--- config.mk ---
export PLATFORM = sky130hd
export DESIGN_NAME = control_pipeline_flat
export DESIGN_NICKNAME = d
export VERILOG_FILES = /design/src/rtl/control_pipeline_if.sv /design/src/rtl/control_pipeline.sv /design/src/flat_wrapper.sv
export SDC_FILE = /design/constraint.sdc
export NUM_CORES = 1
export LEC_CHECK = 0
export CAP_MARGIN = 20
export CORE_MARGIN = 1
export CORE_UTILIZATION = 48
export DETAILED_ROUTE_END_ITERATION = 8
export PLACE_DENSITY_LB_ADDON = 0.08
export SLEW_MARGIN = 20
export SYNTH_ARGS = -nofsm -noshare
export SYNTH_HDL_FRONTEND = slang
export SYNTH_SLANG_ARGS = --single-unit
export TNS_END_PERCENT = 1
--- constraint.sdc ---
create_clock -name clk -period 2.5 [get_ports clk]
set_input_delay 0.5 -clock clk [delete_from_list [all_inputs] [get_ports clk]]
set_output_delay 0.5 -clock clk [all_outputs]
set_load 0.03 [all_outputs]
--- src/rtl/control_pipeline_if.sv ---
// Control/hazard bundle between the ID-stage decoder, the datapath stage registers and the pipeline controller.
// master = decoder/datapath side, slave = control_pipeline.
interface control_pipeline_if #(
    parameter int REG_W   = 5,
    parameter int ALUOP_W = 3
);
    logic               id_RegDst;
    logic               id_ALUSrc;
    logic               id_MemtoReg;
    logic               id_RegWrite;
    logic               id_MemRead;
    logic               id_MemWrite;
    logic               id_BranchEQ;
    logic               id_BranchNE;
    logic [ALUOP_W-1:0] id_ALUOp;
    logic               id_Jump;
    logic               id_Jr;
    logic               id_Jal;
    logic [REG_W-1:0]   id_rs;
    logic [REG_W-1:0]   id_rt;
    logic [REG_W-1:0]   id_rd;
    logic               ex_zero;

    logic               ex_RegDst;
    logic               ex_ALUSrc;
    logic [ALUOP_W-1:0] ex_ALUOp;
    logic               mem_MemRead;
    logic               mem_MemWrite;
    logic               wb_RegWrite;
    logic               wb_MemtoReg;
    logic [REG_W-1:0]   wb_wr_addr;
    logic               branch_taken;
    logic               pc_write;
    logic               if_id_write;
    logic               if_id_flush;
    logic [1:0]         forward_a;
    logic [1:0]         forward_b;

    modport master (
        output id_RegDst, id_ALUSrc, id_MemtoReg, id_RegWrite, id_MemRead, id_MemWrite,
               id_BranchEQ, id_BranchNE, id_ALUOp, id_Jump, id_Jr, id_Jal,
               id_rs, id_rt, id_rd, ex_zero,
        input  ex_RegDst, ex_ALUSrc, ex_ALUOp, mem_MemRead, mem_MemWrite,
               wb_RegWrite, wb_MemtoReg, wb_wr_addr, branch_taken, pc_write,
               if_id_write, if_id_flush, forward_a, forward_b
    );

    modport slave (
        input  id_RegDst, id_ALUSrc, id_MemtoReg, id_RegWrite, id_MemRead, id_MemWrite,
               id_BranchEQ, id_BranchNE, id_ALUOp, id_Jump, id_Jr, id_Jal,
               id_rs, id_rt, id_rd, ex_zero,
        output ex_RegDst, ex_ALUSrc, ex_ALUOp, mem_MemRead, mem_MemWrite,
               wb_RegWrite, wb_MemtoReg, wb_wr_addr, branch_taken, pc_write,
               if_id_write, if_id_flush, forward_a, forward_b
    );
endinterface

--- src/rtl/control_pipeline.sv ---
// 5-stage MIPS control pipeline: carries decoded controls ID->EX->MEM->WB and resolves
// load-use stalls, branch/jump flushes and EX-stage forwarding selects.
module control_pipeline #(
    parameter int REG_W   = 5,
    parameter int ALUOP_W = 3
) (
    input  logic               clk,
    input  logic               reset,
    control_pipeline_if.slave  bus
);
    typedef struct packed {
        logic               reg_dst;
        logic               alu_src;
        logic [ALUOP_W-1:0] alu_op;
        logic               mem_to_reg;
        logic               reg_write;
        logic               mem_read;
        logic               mem_write;
        logic               branch_eq;
        logic               branch_ne;
        logic [REG_W-1:0]   wr_addr;
        logic [REG_W-1:0]   rs;
        logic [REG_W-1:0]   rt;
    } id_ex_t;

    typedef struct packed {
        logic             mem_to_reg;
        logic             reg_write;
        logic             mem_read;
        logic             mem_write;
        logic [REG_W-1:0] wr_addr;
    } ex_mem_t;

    typedef struct packed {
        logic             mem_to_reg;
        logic             reg_write;
        logic [REG_W-1:0] wr_addr;
    } mem_wb_t;

    id_ex_t  id_ex_d,  id_ex_q;
    ex_mem_t ex_mem_d, ex_mem_q;
    mem_wb_t mem_wb_d, mem_wb_q;
    id_ex_t  id_bundle;

    logic load_use;
    logic taken;
    logic stall;
    logic bubble;

    // Register 0 is hard-wired, so it never sources a forward.
    function automatic logic [1:0] fwd_sel(input logic [REG_W-1:0] src,
                                           input ex_mem_t m, input mem_wb_t w);
        if (m.reg_write && (m.wr_addr != '0) && (m.wr_addr == src))
            return 2'b10;
        else if (w.reg_write && (w.wr_addr != '0) && (w.wr_addr == src))
            return 2'b01;
        return 2'b00;
    endfunction

    always_comb begin
        id_bundle            = '0;
        id_bundle.reg_dst    = bus.id_RegDst;
        id_bundle.alu_src    = bus.id_ALUSrc;
        id_bundle.alu_op     = bus.id_ALUOp;
        id_bundle.mem_to_reg = bus.id_MemtoReg;
        id_bundle.reg_write  = bus.id_RegWrite;
        id_bundle.mem_read   = bus.id_MemRead;
        id_bundle.mem_write  = bus.id_MemWrite;
        id_bundle.branch_eq  = bus.id_BranchEQ;
        id_bundle.branch_ne  = bus.id_BranchNE;
        id_bundle.wr_addr    = bus.id_Jal ? REG_W'(31) : (bus.id_RegDst ? bus.id_rd : bus.id_rt);
        id_bundle.rs         = bus.id_rs;
        id_bundle.rt         = bus.id_rt;

        load_use = id_ex_q.mem_read && (id_ex_q.wr_addr != '0) &&
                   ((id_ex_q.wr_addr == bus.id_rs) || (id_ex_q.wr_addr == bus.id_rt));
        taken    = (id_ex_q.branch_eq && bus.ex_zero) || (id_ex_q.branch_ne && !bus.ex_zero);
        // A resolved branch squashes the ID instruction anyway, so its stall is moot.
        stall    = load_use && !taken;
        bubble   = stall || taken;

        id_ex_d  = bubble ? '0 : id_bundle;

        ex_mem_d            = '0;
        ex_mem_d.mem_to_reg = id_ex_q.mem_to_reg;
        ex_mem_d.reg_write  = id_ex_q.reg_write;
        ex_mem_d.mem_read   = id_ex_q.mem_read;
        ex_mem_d.mem_write  = id_ex_q.mem_write;
        ex_mem_d.wr_addr    = id_ex_q.wr_addr;

        mem_wb_d            = '0;
        mem_wb_d.mem_to_reg = ex_mem_q.mem_to_reg;
        mem_wb_d.reg_write  = ex_mem_q.reg_write;
        mem_wb_d.wr_addr    = ex_mem_q.wr_addr;
    end

    always_ff @(posedge clk) begin
        if (reset) begin
            id_ex_q  <= '0;
            ex_mem_q <= '0;
            mem_wb_q <= '0;
        end else begin
            id_ex_q  <= id_ex_d;
            ex_mem_q <= ex_mem_d;
            mem_wb_q <= mem_wb_d;
        end
    end

    assign bus.ex_RegDst    = id_ex_q.reg_dst;
    assign bus.ex_ALUSrc    = id_ex_q.alu_src;
    assign bus.ex_ALUOp     = id_ex_q.alu_op;
    assign bus.mem_MemRead  = ex_mem_q.mem_read;
    assign bus.mem_MemWrite = ex_mem_q.mem_write;
    assign bus.wb_RegWrite  = mem_wb_q.reg_write;
    assign bus.wb_MemtoReg  = mem_wb_q.mem_to_reg;
    assign bus.wb_wr_addr   = mem_wb_q.wr_addr;
    assign bus.branch_taken = taken;
    assign bus.pc_write     = !stall;
    assign bus.if_id_write  = !stall;
    // A stalled jump re-presents next cycle, so its flush waits until then.
    assign bus.if_id_flush  = taken || ((bus.id_Jump || bus.id_Jr) && !stall);
    assign bus.forward_a    = fwd_sel(id_ex_q.rs, ex_mem_q, mem_wb_q);
    assign bus.forward_b    = fwd_sel(id_ex_q.rt, ex_mem_q, mem_wb_q);
endmodule

--- src/flat_wrapper.sv ---
// flat-port wrapper written by rule: the top's interface ports become plain ports
module control_pipeline_flat 
#(
    parameter int REG_W   = 5,
    parameter int ALUOP_W = 3
)
  (clk, reset, bus_id_RegDst, bus_id_ALUSrc, bus_id_MemtoReg, bus_id_RegWrite, bus_id_MemRead, bus_id_MemWrite, bus_id_BranchEQ, bus_id_BranchNE, bus_id_ALUOp, bus_id_Jump, bus_id_Jr, bus_id_Jal, bus_id_rs, bus_id_rt, bus_id_rd, bus_ex_zero, bus_ex_RegDst, bus_ex_ALUSrc, bus_ex_ALUOp, bus_mem_MemRead, bus_mem_MemWrite, bus_wb_RegWrite, bus_wb_MemtoReg, bus_wb_wr_addr, bus_branch_taken, bus_pc_write, bus_if_id_write, bus_if_id_flush, bus_forward_a, bus_forward_b);
  control_pipeline_if #(.REG_W(REG_W), .ALUOP_W(ALUOP_W)) bus_i ();
  input  logic clk;
  input  logic reset;
  input wire logic [$bits(bus_i.id_RegDst)-1:0] bus_id_RegDst;
  input wire logic [$bits(bus_i.id_ALUSrc)-1:0] bus_id_ALUSrc;
  input wire logic [$bits(bus_i.id_MemtoReg)-1:0] bus_id_MemtoReg;
  input wire logic [$bits(bus_i.id_RegWrite)-1:0] bus_id_RegWrite;
  input wire logic [$bits(bus_i.id_MemRead)-1:0] bus_id_MemRead;
  input wire logic [$bits(bus_i.id_MemWrite)-1:0] bus_id_MemWrite;
  input wire logic [$bits(bus_i.id_BranchEQ)-1:0] bus_id_BranchEQ;
  input wire logic [$bits(bus_i.id_BranchNE)-1:0] bus_id_BranchNE;
  input wire logic [$bits(bus_i.id_ALUOp)-1:0] bus_id_ALUOp;
  input wire logic [$bits(bus_i.id_Jump)-1:0] bus_id_Jump;
  input wire logic [$bits(bus_i.id_Jr)-1:0] bus_id_Jr;
  input wire logic [$bits(bus_i.id_Jal)-1:0] bus_id_Jal;
  input wire logic [$bits(bus_i.id_rs)-1:0] bus_id_rs;
  input wire logic [$bits(bus_i.id_rt)-1:0] bus_id_rt;
  input wire logic [$bits(bus_i.id_rd)-1:0] bus_id_rd;
  input wire logic [$bits(bus_i.ex_zero)-1:0] bus_ex_zero;
  output wire logic [$bits(bus_i.ex_RegDst)-1:0] bus_ex_RegDst;
  output wire logic [$bits(bus_i.ex_ALUSrc)-1:0] bus_ex_ALUSrc;
  output wire logic [$bits(bus_i.ex_ALUOp)-1:0] bus_ex_ALUOp;
  output wire logic [$bits(bus_i.mem_MemRead)-1:0] bus_mem_MemRead;
  output wire logic [$bits(bus_i.mem_MemWrite)-1:0] bus_mem_MemWrite;
  output wire logic [$bits(bus_i.wb_RegWrite)-1:0] bus_wb_RegWrite;
  output wire logic [$bits(bus_i.wb_MemtoReg)-1:0] bus_wb_MemtoReg;
  output wire logic [$bits(bus_i.wb_wr_addr)-1:0] bus_wb_wr_addr;
  output wire logic [$bits(bus_i.branch_taken)-1:0] bus_branch_taken;
  output wire logic [$bits(bus_i.pc_write)-1:0] bus_pc_write;
  output wire logic [$bits(bus_i.if_id_write)-1:0] bus_if_id_write;
  output wire logic [$bits(bus_i.if_id_flush)-1:0] bus_if_id_flush;
  output wire logic [$bits(bus_i.forward_a)-1:0] bus_forward_a;
  output wire logic [$bits(bus_i.forward_b)-1:0] bus_forward_b;
  assign bus_i.id_RegDst = bus_id_RegDst;
  assign bus_i.id_ALUSrc = bus_id_ALUSrc;
  assign bus_i.id_MemtoReg = bus_id_MemtoReg;
  assign bus_i.id_RegWrite = bus_id_RegWrite;
  assign bus_i.id_MemRead = bus_id_MemRead;
  assign bus_i.id_MemWrite = bus_id_MemWrite;
  assign bus_i.id_BranchEQ = bus_id_BranchEQ;
  assign bus_i.id_BranchNE = bus_id_BranchNE;
  assign bus_i.id_ALUOp = bus_id_ALUOp;
  assign bus_i.id_Jump = bus_id_Jump;
  assign bus_i.id_Jr = bus_id_Jr;
  assign bus_i.id_Jal = bus_id_Jal;
  assign bus_i.id_rs = bus_id_rs;
  assign bus_i.id_rt = bus_id_rt;
  assign bus_i.id_rd = bus_id_rd;
  assign bus_i.ex_zero = bus_ex_zero;
  assign bus_ex_RegDst = bus_i.ex_RegDst;
  assign bus_ex_ALUSrc = bus_i.ex_ALUSrc;
  assign bus_ex_ALUOp = bus_i.ex_ALUOp;
  assign bus_mem_MemRead = bus_i.mem_MemRead;
  assign bus_mem_MemWrite = bus_i.mem_MemWrite;
  assign bus_wb_RegWrite = bus_i.wb_RegWrite;
  assign bus_wb_MemtoReg = bus_i.wb_MemtoReg;
  assign bus_wb_wr_addr = bus_i.wb_wr_addr;
  assign bus_branch_taken = bus_i.branch_taken;
  assign bus_pc_write = bus_i.pc_write;
  assign bus_if_id_write = bus_i.if_id_write;
  assign bus_if_id_flush = bus_i.if_id_flush;
  assign bus_forward_a = bus_i.forward_a;
  assign bus_forward_b = bus_i.forward_b;
  control_pipeline #(.REG_W(REG_W), .ALUOP_W(ALUOP_W)) u_core (.clk(clk), .reset(reset), .bus(bus_i));
endmodule
Word level (Yosys, flattened, before mapping) --
Index checks and enable logic that the tools add are counted.
Storage, ports and cells: register bits 42, input port bits 32, word-level logic and storage cells 62
Cells by class: eq/ne operators 6, reductions and logical operators 24, multiplexer cells 12
Operators by type and width (count):
- 5-bit == test | 6
- 5-bit nonzero test | 3
- 1-bit logical AND | 12
- 2-bit two-way mux | 6
- 5-bit two-way mux | 2
- 1-bit logical OR | 5
- 1-bit two-way mux | 4
- 1-bit zero test | 3
- 2-bit OR reduction | 1

Logic depth before layout (Yosys ltp) --
Gate-level depths: netlist of the first run.
word-level depth 8, gate-level depth with buffers 6, mapped depth without buffers 5

Worst setup path after synthesis of the first run --
Ideal clock, no wire load.
kind reg2out, from reg u_core.ex_mem_q[0] (netlist name), to out bus_forward_a[0], setup slack -201 ps, path buffers 0, data arrival time 2201 ps, required time 2000 ps, cell stages (with the launch flop) 5, cell sequence dfxtp_1 > or4_1 > o21ai_1 > nor4_1 > nor4_1
Between the ends: longest elaborated chain between the ends 5, elaborated cells between the ends (all ways) 7, classes of those cells eq/ne (1); mux (3); reduce/logical (3)
RTL lines:
- start: declaration | line control_pipeline.sv:41 | ex_mem_t ex_mem_d, ex_mem_q;
- start signal: assignment | line control_pipeline.sv:104 | ex_mem_q <= ex_mem_d;
- 5-bit nonzero test | line control_pipeline.sv:53 | if (m.reg_write && (m.wr_addr != '0) && (m.wr_addr == src))
- 1-bit logical AND | line control_pipeline.sv:53
- 1-bit logical AND * | line control_pipeline.sv:53
- 2-bit two-way mux / 1-bit two-way mux (equally long branches) | line control_pipeline.sv:53
- 2-bit two-way mux * | line control_pipeline.sv:57 | return 2'b00;
- end: declaration | line flat_wrapper.sv:39 | output wire logic [$bits(bus_i.forward_a)-1:0] bus_forward_a;
Every way passes the cells marked *; elsewhere a longest branch is shown, timed or not.

Worst setup path after layout of the first run --
Ends and elaborated chain as after synthesis.

==> reports/qor.txt, run 1 <==
Largest net degree at the start of global routing: 27
Hold Crit Start: u_core.ex_mem_d[5]
Clock buffers created by TritonCTS: 5
Top Usage Layer GRT: met2
Std-Cell Rows: 20
Flops & latches, synth: 42
Initial core utilization: 52.4%
Post-Synthesis Cell Area: 1650 sq um
Fin area: 2300 sq um
First-pass GRT wire length: 5010 microns
Filler cell count: 258
DR vias: 1,162
Area grow syn2layout: 39.1%
Power Density: 615 nW/um^2
I/O pin cnt: 54
Most instantiated cells after synthesis: dfxtp_1 (42), xor2_1 (24), and2_1 (21), nor2b_1 (16), xnor2_1 (6)
TritonCTS clock tree: done
Number of synthesized flops with an enable pin: 0
Power after layout: 0.00141 W
Detailed Route Iter0 Violations: 36
Yosys top cell area share: 50.9%
Die H: 60.7 microns
Critical Path AT: 1.95 ns
Reg-to-Reg Start: u_core.ex_mem_d[0]
Predominant post-synthesis flop cell: dfxtp_1
Crit-path max FO: 4
Post-synthesis cell type count: 22
Largest cells by area after synthesis: dfxtp_1 (51%), xor2_1 (13%), and2_1 (7.9%)
Post-synth net total: 185
Met1 Track Usage GR: 20.9%
Top-count cell post-synth: dfxtp_1
Post-route DRC violation count: 0
Placed Area: 2190 sq um
RSZ-0062 raised after global routing: yes
Avg Inst Size Synth: 10.8 sq um
Worst slew margin: 64.5%
Via density: 4.61
Setup Skew: 0.00668 ns
Met2 Use GR: 34.1%
Initial antenna violation count: 0
Fmax: 408 MHz
Worst hold path type: reg2reg
Max clock buf depth: 2
Setup-failing EPs final: 0
Final hold violations: 0
Multi-input logic area: 769 sq um
Post-synthesis async set-or-reset flop share: 0%
Congestion Overflow GR: 0
CTS sink cnt: 42
Antenna diodes: 0
Leak pwr: 0.983 nW
Synth area leader: dfxtp_1
Worst-path clk slew: 0.11 ns
Mean routed wirelength per cell: 12.3 microns
Peak supply drop: 0.434 mV
Post-synthesis sequential area ratio: 50.9%
Start point of the critical path: u_core.ex_mem_q[0]
H-tree levels: 2
Nets: 240
Status: completed
Seq. cell area: 851 sq um
First-pass DRT Iterations: 3
GRT Total Usage: 19.1%
Startpoint class of the critical path: flop
Die X: 60.7 microns
Number of global-route vias before repair: 1,167
Post-Synthesis Cells: 153
Met3 Usage GRT: 6.18%
Final WL: 3110 microns
Clk_lat worst skew: 0.34 ns
Number of port buffers: 53
Die area: 3680 sq um
Critical path required time: 2.00 ns
Fin crit period: 2.45 ns
GPL Wtd Cong: 0.898
Post-route ant nets: 0
Root Driver: clkbuf_4
Max-cap violation count: 0
Core Region: 3150 sq um
Crit path kind: reg2out
Worst Max-Slew Pin Slew: 0.527 ns
Share of layout cells above drive strength 1: 14.9%
Slew Limit Fails: 0
Setup crit end kind: output pin
Setup bufs post-CTS: 0
YS warnings: 0
Placed wire-length estimate: 2410 microns
Final cycle utilization of the critical path: 98.2%
layout by cell type, fill, tap and decap left out, types with 4 or more instances in the layout:
cell type | netlist | routed
o21a_1 | 5 | 5
mux2_2 | 5 | 5
xnor2_1 | 6 | 6
nor2b_1 | 16 | 16
dfxtp_1 | 42 | 36
buf_4 | 4 | 7
and2_1 | 21 | 21
or4_1 | 5 | 5
clkdlybuf4s50_1 | 0 | 44
dfxtp_2 | 0 | 5
xor2_1 | 24 | 24
nor2_1 | 4 | 4
clkbuf_4 | 0 | 5
power by group:
group | internal (W) | switching [W]
Clock | 0.000233 | 0.000199
Combinational | 0.000134 | 0.000101
Sequential | 0.000712 | 0.0000360
worst max-delay path, stage by stage (launching register included):
cell and delay, ns:
dfxtp_2 0.36, or4_1 0.54, o21ai_2 0.16, nor4_1 0.10
nor4_2 0.26, buf_4 0.19
per-layer routing:
metal  vias up  routed length (microns)
met5         -                        0
met4         0                       42
met3         4                      158
met2        38                     1590
met1       515                     1320
li1        605                        -
state kept, by name (all words and copies together), names as in the netlist:
register                 cells
u_core.bus.mem_MemRead       1
u_core.ex_mem_q              7
u_core.bus.ex_ALUSrc         1
u_core.id_ex_q              12
u_core.bus.wb_MemtoReg       1
u_core.ex_mem_d              9
u_core.bus.wb_RegWrite       1
u_core.bus.wb_wr_addr        5
u_core.bus.ex_RegDst         1
u_core.bus.ex_ALUOp          3
u_core.bus.mem_MemWrite      1
through the flow:
step                      hold slack, ns  std cells  worst slack [ns]  setup TNS, ns  util [%]
final                              0.453        252            0.0462              0      72.9
after global routing               0.452        252           -0.0339        -0.0786      72.9
after CTS                          0.457        252          0.000242              0      72.3
after detailed placement           0.429        245            0.0624              0      69.5
after global placement             0.417        245            0.0739              0      69.5
after floorplan                    0.414        153            -0.201         -0.201         -
cells by family (layout without fill, tap and decap cells):
group / Yosys count / after routing / share of synthesized area [%]
multiplexers: 6 / 6 / 4.01
flip-flops: 42 / 42 / 50.9
XOR/XNOR: 30 / 30 / 15.9
AND/OR/NAND/NOR: 55 / 55 / 20.1
buffers and inverters: 9 / 64 / 3.86
AO/OA/AOI/OAI: 11 / 11 / 5.22
worst paths after layout:
path                                           endpoint  slack, ns  depth (start not counted)
worst max-delay path                   bus_forward_a[0]       0.05                          5
worst min-delay path            u_core.bus.mem_MemWrite       0.45                          1
worst max register to register        u_core.id_ex_q[4]       0.87                          4
worst min register to register  u_core.bus.mem_MemWrite       0.45                          1
cell type report:
class | count | area share (%)
flip-flops and latches | 42 | 37.0
multi-input cells | 102 | 33.5
repair buffers | 55 | 23.3
well taps | 44 | 2.39
clock buffers | 6 | 2.23
clock inverters | 1 | 1.31
inverters | 2 | 0.326
timing repair:
item / CTS / global route
pin swaps: 1 / 4
resized for setup: 5 / 9
hold buffers: 0 / 0
endpoints found under the setup margin: 3 / 6
(Power assumes the default switching activity.)
==> run 2: changes to the inputs <==
Settings changed: GPL_ROUTABILITY_DRIVEN set to 0.
==> results of run 2 <==
Same layout as run 1: the final DEF is identical, and so are final timing and power.
